## src/rtl/fround_pack.sv

```systemverilog
// Rounds an extended-format operand (EW2 exponent, FW2+1 significand) and packs it to an EW1/FW1 word.
// Two-stage valid/ready pipeline; define FROUND_PACK_FLAGS_EN to build the {ovf, unf, inexact, 0} flags.
module fround_pack #(
    parameter int FW1 = 23,
    parameter int FW2 = 40,
    parameter int EW1 = 8,
    parameter int EW2 = 10,
    parameter int TW  = 4
) (
    input  logic               clk,
    input  logic               rst_n,
    input  logic               in_valid,
    output logic               in_ready,
    input  logic [EW2-1:0]     exponentA,
    input  logic [FW2:0]       significantA,
    input  logic               signA,
    input  logic               infA,
    input  logic               nanA,
    input  logic               zeroA,
    input  logic [2:0]         rm,
    input  logic [TW-1:0]      tag_in,
    output logic               out_valid,
    input  logic               out_ready,
    output logic [EW1+FW1:0]   result,
    output logic [TW-1:0]      tag_out,
    output logic [3:0]         flags
);

    localparam int OW = EW1 + FW1 + 1;
    localparam logic [2:0] RM_RTZ = 3'd1;
    localparam logic [2:0] RM_RDN = 3'd2;
    localparam logic [2:0] RM_RUP = 3'd3;
    localparam logic [2:0] RM_RMM = 3'd4;
    localparam logic [EW2:0] EXP_ALL1 = (EW2+1)'((1 << EW1) - 1);

    function automatic logic round_up(input logic [2:0] mode, input logic s,
                                      input logic lsb, input logic g, input logic st);
        case (mode)
            RM_RTZ:  round_up = 1'b0;
            RM_RDN:  round_up = (g | st) & s;
            RM_RUP:  round_up = (g | st) & ~s;
            RM_RMM:  round_up = g;
            default: round_up = g & (st | lsb);
        endcase
    endfunction

    // Overflow saturates to max-finite when the mode rounds toward zero for this sign.
    function automatic logic [OW-1:0] ovf_value(input logic [2:0] mode, input logic s);
        if (mode == RM_RTZ || (mode == RM_RDN && !s) || (mode == RM_RUP && s))
            ovf_value = {s, {(EW1-1){1'b1}}, 1'b0, {FW1{1'b1}}};
        else
            ovf_value = {s, {EW1{1'b1}}, {FW1{1'b0}}};
    endfunction

    logic               v1_q, v2_q;
    logic               adv;
    logic               s1_q, up1_q, nan1_q, inf1_q, zero1_q;
    logic [FW1:0]       keep1_q;
    logic [EW2-1:0]     exp1_q;
    logic [2:0]         rm1_q;
    logic [TW-1:0]      tag1_q, tag_q;
    logic [OW-1:0]      result_q, res_d;

    logic [FW1:0]       keep_d;
    logic               guard_d, sticky_d, up_d;
    logic [FW1+1:0]     sum;
    logic               carry;
    logic [EW2:0]       exp_rnd;
    logic [FW1-1:0]     frac;
    logic               ovf_d, unf_d, special_d;
    logic               unused_hidden;

    assign adv       = ~v2_q | out_ready;
    assign in_ready  = ~v1_q | adv;
    assign out_valid = v2_q;
    assign result    = result_q;
    assign tag_out   = tag_q;

    // Stage 1: split significand into kept bits, guard and sticky; decide the round-up.
    assign keep_d   = significantA[FW2:FW2-FW1];
    assign guard_d  = significantA[FW2-FW1-1];
    assign sticky_d = |significantA[FW2-FW1-2:0];
    assign up_d     = round_up(rm, signA, keep_d[0], guard_d, sticky_d);

    always_ff @(posedge clk or negedge rst_n) begin
        if (!rst_n) begin
            v1_q    <= 1'b0;
            s1_q    <= 1'b0;
            up1_q   <= 1'b0;
            nan1_q  <= 1'b0;
            inf1_q  <= 1'b0;
            zero1_q <= 1'b0;
            keep1_q <= '0;
            exp1_q  <= '0;
            rm1_q   <= '0;
            tag1_q  <= '0;
        end else if (in_ready) begin
            v1_q <= in_valid;
            if (in_valid) begin
                s1_q    <= signA;
                up1_q   <= up_d;
                nan1_q  <= nanA;
                inf1_q  <= infA;
                zero1_q <= zeroA;
                keep1_q <= keep_d;
                exp1_q  <= exponentA;
                rm1_q   <= rm;
                tag1_q  <= tag_in;
            end
        end
    end

    // Stage 2: increment, renormalize on carry, classify and pack.
    always_comb begin
        sum           = {1'b0, keep1_q} + {{(FW1+1){1'b0}}, up1_q};
        carry         = sum[FW1+1];
        unused_hidden = sum[FW1];
        exp_rnd       = {1'b0, exp1_q} + {{EW2{1'b0}}, carry};
        frac          = carry ? '0 : sum[FW1-1:0];
        special_d     = nan1_q | inf1_q | zero1_q;
        ovf_d         = 1'b0;
        unf_d         = 1'b0;
        res_d         = {s1_q, exp_rnd[EW1-1:0], frac};
        if (nan1_q) begin
            res_d = {1'b0, {EW1{1'b1}}, 1'b1, {(FW1-1){1'b0}}};
        end else if (inf1_q) begin
            res_d = {s1_q, {EW1{1'b1}}, {FW1{1'b0}}};
        end else if (zero1_q) begin
            res_d = {s1_q, {(OW-1){1'b0}}};
        end else if (exp1_q == '0) begin
            unf_d = 1'b1;
            res_d = {s1_q, {(OW-1){1'b0}}};
        end else if (exp_rnd >= EXP_ALL1) begin
            ovf_d = 1'b1;
            res_d = ovf_value(rm1_q, s1_q);
        end
    end

    always_ff @(posedge clk or negedge rst_n) begin
        if (!rst_n) begin
            v2_q     <= 1'b0;
            result_q <= '0;
            tag_q    <= '0;
        end else if (adv) begin
            v2_q <= v1_q;
            if (v1_q) begin
                result_q <= res_d;
                tag_q    <= tag1_q;
            end
        end
    end

`ifdef FROUND_PACK_FLAGS_EN
    logic       inexact1_q;
    logic [3:0] flags_q;

    always_ff @(posedge clk or negedge rst_n) begin
        if (!rst_n) begin
            inexact1_q <= 1'b0;
            flags_q    <= '0;
        end else begin
            if (in_ready && in_valid)
                inexact1_q <= guard_d | sticky_d;
            if (adv && v1_q)
                flags_q <= {ovf_d, unf_d, ~special_d & (inexact1_q | ovf_d | unf_d), 1'b0};
        end
    end

    assign flags = flags_q;
`else
    logic unused_flag_terms;
    assign unused_flag_terms = ovf_d ^ unf_d ^ special_d;
    assign flags = '0;
`endif

endmodule

```

## config.mk

```make
export PLATFORM = sky130hd
export DESIGN_NAME = fround_pack
export DESIGN_NICKNAME = d
export VERILOG_FILES = /design/src/rtl/fround_pack.sv
export SDC_FILE = /design/constraint.sdc
export NUM_CORES = 1
export LEC_CHECK = 0
export CAP_MARGIN = 20
export CORE_ASPECT_RATIO = 0.7
export CORE_MARGIN = 1.5
export CORE_UTILIZATION = 45
export CTS_CLUSTER_DIAMETER = 100
export CTS_CLUSTER_SIZE = 14
export DETAILED_ROUTE_END_ITERATION = 16
export PLACE_DENSITY = 0.82
export SKIP_CTS_REPAIR_TIMING = 1
export SLEW_MARGIN = 10
export SYNTH_ARGS = -nofsm -noshare
export SYNTH_HDL_FRONTEND = slang
export SYNTH_SLANG_ARGS = --single-unit
```

## constraint.sdc

```tcl
create_clock -name clk -period 7.75 [get_ports clk]
set_clock_uncertainty 0.15 [all_clocks]
set_input_delay 1.55 -clock clk [delete_from_list [all_inputs] [get_ports clk]]
set_output_delay 1.55 -clock clk [all_outputs]
set_load 0.03 [all_outputs]
```

== After elaboration in Yosys (flattened, before gate mapping) ==
Index checks and enable logic that the tools add are counted.

* Output and inout port bits: 42
* Bits of input ports: 66
* Bits in registers: 84
* Logic and storage cells: 50

* Reduce and logical (&&, ||, !) cells: 9
* Mux-type cells: 8
* Magnitude comparators: 1
* Bitwise gates (word level): 10
* Add/subtract/negate cells: 2
* Equal/unequal tests: 7

{| class="wikitable"
|+ Operators by type and width
! operator !! number
|-
| 31-bit 2-to-1 mux || 4
|-
| 32-bit 2-to-1 mux || 1
|-
| 24-bit by 1-bit adder with 25-bit output || 1
|-
| 24-bit 2-to-1 mux || 1
|-
| 23-bit 2-to-1 mux || 1
|-
| 16-bit OR reduction || 1
|-
| 3-bit by 2-bit equality test with 1-bit output (second input constant) || 4
|-
| 10-bit by 1-bit adder with 11-bit output || 1
|-
| 11-bit by 8-bit >= comparator with 1-bit output (second input constant) || 1
|-
| 10-bit zero test || 1
|-
| 3-bit by 1-bit equality test with 1-bit output (second input constant) || 2
|-
| 1-bit OR || 4
|-
| 1-bit case mux with 4 select lines || 1
|-
| 2-bit AND reduction || 2
|-
| 1-bit bitwise AND || 3
|-
| 3-bit equality test (second input constant) || 1
|-
| 1-bit NOT || 3
|-
| 1-bit logical AND || 2
|-
| 1-bit logical OR || 2
|-
| 1-bit zero test || 1
|}

== Longest topological paths before layout ==
* Depth after elaboration: 10
* Depth in mapped cells: 14
* Depth with buffers taken out: 12

== Least setup slack after synthesis ==
OpenSTA, ideal clock, no wires.

* Kind: input-to-output
* Start point: in out_ready
* End point: out in_ready
* Arrival: 1.902 ns
* Stages on the path: 1
* Path slack: 4.148 ns
* Data required time: 6.050 ns
* Path buffers: 0
* Path through: nand3b_1

* Word-level cells in the longest chain between the ends: 2

{| class="wikitable"
|+ RTL lines
! item !! line !! RTL
|-
| start: declaration || 23 || <nowiki>input logic out_ready,</nowiki>
|-
| 1-bit OR || 73 || <nowiki>assign adv = ~v2_q | out_ready;</nowiki>
|-
| 1-bit OR || 74 || <nowiki>assign in_ready = ~v1_q | adv;</nowiki>
|-
| end: declaration || 13 || <nowiki>output logic in_ready,</nowiki>
|}

Every way passes these cells.

== Worst setup path in the final report ==
Ends and elaborated chain as after synthesis.

==> impl_metrics.env <==
export IMPL_status="finished, final reports clean"
export IMPL_synth_fa_ha_area_share_pct=1.22
export IMPL_setup_viol=0
export IMPL_synth_top_cell_area_share_pct=51.2
export IMPL_yosys_top_cells_area="dfrtp_1 (51%), mux2_2 (12%), a22o_1 (4.7%)"
export IMPL_setup_tns_ns=0
export IMPL_timing_final_crit_share_pct=59.2
export IMPL_fp_dieW_um=117
export IMPL_htree_levels=3
export IMPL_synth_cells=361
export IMPL_wirelength_mm=9.49
export IMPL_p_comb_share_pct=24.9
export IMPL_core_area_um2=8650
export IMPL_synth_distinct_cells=47
export IMPL_clock_sinks=84
export IMPL_rows=28
export IMPL_cts_tree="yes"
export IMPL_hold_ws_ns=0.311
export IMPL_cp_max_fo=3
export IMPL_yosysSeqAreaShare_pct=51.2
export IMPL_synth_top_family_by_area="simple AND/OR/NAND/NOR gates"
export IMPL_ys_flop_type="dfrtp_1"
export IMPL_power_total_uw=1280
export IMPL_drc_errors=0
export IMPL_peakVddDrop_mv=0.118
export IMPL_rsz0062_at_grt="no"
export IMPL_drive_gt1_share_pct=15.3
export IMPL_drv_cap=0
export IMPL_period_needed_ns=4.59
export IMPL_grt_util_all_layers_pct=20.6
export IMPL_diodes=0
export IMPL_gp_congestion=0.926
export IMPL_grt_max_degree=85
export IMPL_yosys_warnings=0
export IMPL_p_sw_share_pct=31.0
export IMPL_maxClockFrequency_ghz=0.218
export IMPL_clk_transition_reported_paths_ns=0.06
export IMPL_first_pass_iters=4
export IMPL_synth_compound_area_share_pct=11.2
export IMPL_worst_setup_path_end_kind="output pin"
export IMPL_cts_buffer_depth=2
export IMPL_clock_root_buffer="clkbuf_16"
export IMPL_via_count=3172
export IMPL_worst_slew_margin_rel_pct=34.3
export IMPL_clk_latency_ns=0.34
export IMPL_start_util_pct=47.4
export IMPL_grt_first_pass_wirelength_mm=15.6
export IMPL_synthXorXnorAreaFrac_pct=5.76
export IMPL_via_per_inst=5.44
export IMPL_cellLeakagePower_uw=0.00221
export IMPL_holdCritPathClass="reg -> reg"
export IMPL_synth_largest_area_cell="dfrtp_1"
export IMPL_power_switching_uw=398
export IMPL_intPower_uw=886
export IMPL_grt_overflow_total=0
export IMPL_hold_violations=0
export IMPL_slew_violations=0
export IMPL_antenna_found_initial=0
export IMPL_worstPathRequired_ns=6.05
export IMPL_arrival_ns=2.89
export IMPL_die_height_um=82.9
export IMPL_critPathLaunchType="primary input"
export IMPL_synth_mux_area_fraction_pct=12.8
export IMPL_crit_type="in -> out"
export IMPL_die_area_um2=9710
export IMPL_pwr_share_clk_pct=31.3
export IMPL_synthArstFlopShare_pct=100
export IMPL_portBuffers=103
export IMPL_tritoncts_num_buffers=9
export IMPL_dp_cells=565
export IMPL_drt_initial_drc_count=233
export IMPL_ys_top_cells_by_count="dfrtp_1 (84), mux2_2 (45), nand2_1 (36)"
export IMPL_yosys_area_share_simple_pct=13.8
export IMPL_ys_ff_latch=84
export IMPL_dpl_hpwl_mm=7.02
export IMPL_layoutNonFillerInstCount=583
export IMPL_antenna_left=0
export IMPL_n_fill_cell=687
export IMPL_area_growth_pct=33.8
export IMPL_worstMarginPinSlew_ns=0.977
export IMPL_synth_most_common_cell="dfrtp_1"
export IMPL_synth_area_um2=4100
export IMPL_grt_pass1_vias=3101
export IMPL_wl_per_cell_um=16.3
export IMPL_seq_power_share_pct=43.8
export IMPL_synth_edf_count=0
export IMPL_synth_area_per_cell_um2=11.4
export IMPL_powerDensity_nw_per_um2=234
export IMPL_nets=528
export IMPL_ioPinCount=108
## final timing paths
kind                                             from                endpoint  slack (ns)  cells after the start
worst min-delay path            tag1_q[1]$_DFFE_PN0P_  tag_out[1]$_DFFE_PN0P_        0.31                      2
min in group asynchronous                       rst_n   exp1_q[7]$_DFFE_PN0P_        0.98                      1
max in group asynchronous                       rst_n  result[18]$_DFFE_PN0P_        5.88                      2
worst max register to register      up1_q$_DFFE_PN0P_  result[16]$_DFFE_PN0P_        3.31                     12
worst min register to register  tag1_q[1]$_DFFE_PN0P_  tag_out[1]$_DFFE_PN0P_        0.31                      2
worst max-delay path                        out_ready                in_ready        3.16                      3
## critical path: stages
cell	delay, ns
clkdlybuf4s50_1	0.48
nand3b_1	0.17
clkdlybuf4s50_1	0.69
## layout by cell type, fill, tap and decap left out, drive strengths merged, types with 4 or more instances in the layout
cell type	instances
clkdlybuf4s50	102
dfrtp	84
mux2	45
nand2	37
a22o	22
o21ai	16
nand3	14
xnor2	14
xor2	13
nor2	10
clkbuf	10
nor4	9
a21oi	9
nand4	8
o22a	7
inv	7
and3	6
nor3	5
nand2b	4
ha	4
conb	4
## through the flow
step | setup WS [ns] | util (%) | cell area (µm²)
6_report | 3.16 | 63.4 | 5490
5_1_grt | 2.88 | 63.4 | 5490
4_1_cts | 3.17 | 62.9 | 5440
3_5_place_dp | 3.18 | 59.6 | 5160
3_3_place_gp | 3.20 | 59.6 | 5160
2_1_floorplan | 4.15 | - | 4120
## sequential cells by signal, summed over array words and instances (netlist names)
name / flops
nan1_q: 1
zero1_q: 1
tag_out: 4
keep1_q: 24
s1_q: 1
exp1_q: 10
rm1_q: 3
out_valid: 1
tag1_q: 4
up1_q: 1
inf1_q: 1
result: 32
v1_q: 1
## kinds of logic after synthesis
group                    count (synthesis)
adder cells (fa/ha/maj)                  4
other                                    1
flip-flops                              84
buffers and inverters                   27
multiplexers                            47
AND/OR/NAND/NOR                        108
XOR/XNOR                                27
AO/OA/AOI/OAI                           63
## cell type report
cell class	instances	area, µm²	area share, %
flip-flops and latches	84	2100	38.3
well taps	120	150	2.73
inverters	5	18.8	0.342
repair buffers	105	1080	19.6
multi-input cells	253	1860	33.8
clock buffers	10	239	4.35
clock inverters	6	46.3	0.843
## metal layers
layer | part of all wire, % | track usage (%) | vias to the layer above
met4 | 1.4 | 5.70 | 0
li1 | - | - | 1505
met3 | 7.7 | 4.60 | 12
met5 | 0 | 0 | -
met2 | 43 | 29.4 | 126
met1 | 48 | 31.4 | 1529
## power by group through the flow
| stage | Sequential [µW] | Clock (µW) | Combinational, µW |
|---|---|---|---|
| 3_3_place_gp | 565 | 0 | 309 |
| 6_report | 562 | 402 | 319 |
| 2_1_floorplan | 604 | 0 | 144 |
| 5_1_grt | 570 | 426 | 345 |
| 4_1_cts | 561 | 410 | 318 |
| 3_5_place_dp | 568 | 0 | 316 |
(Power assumes the default switching activity.)
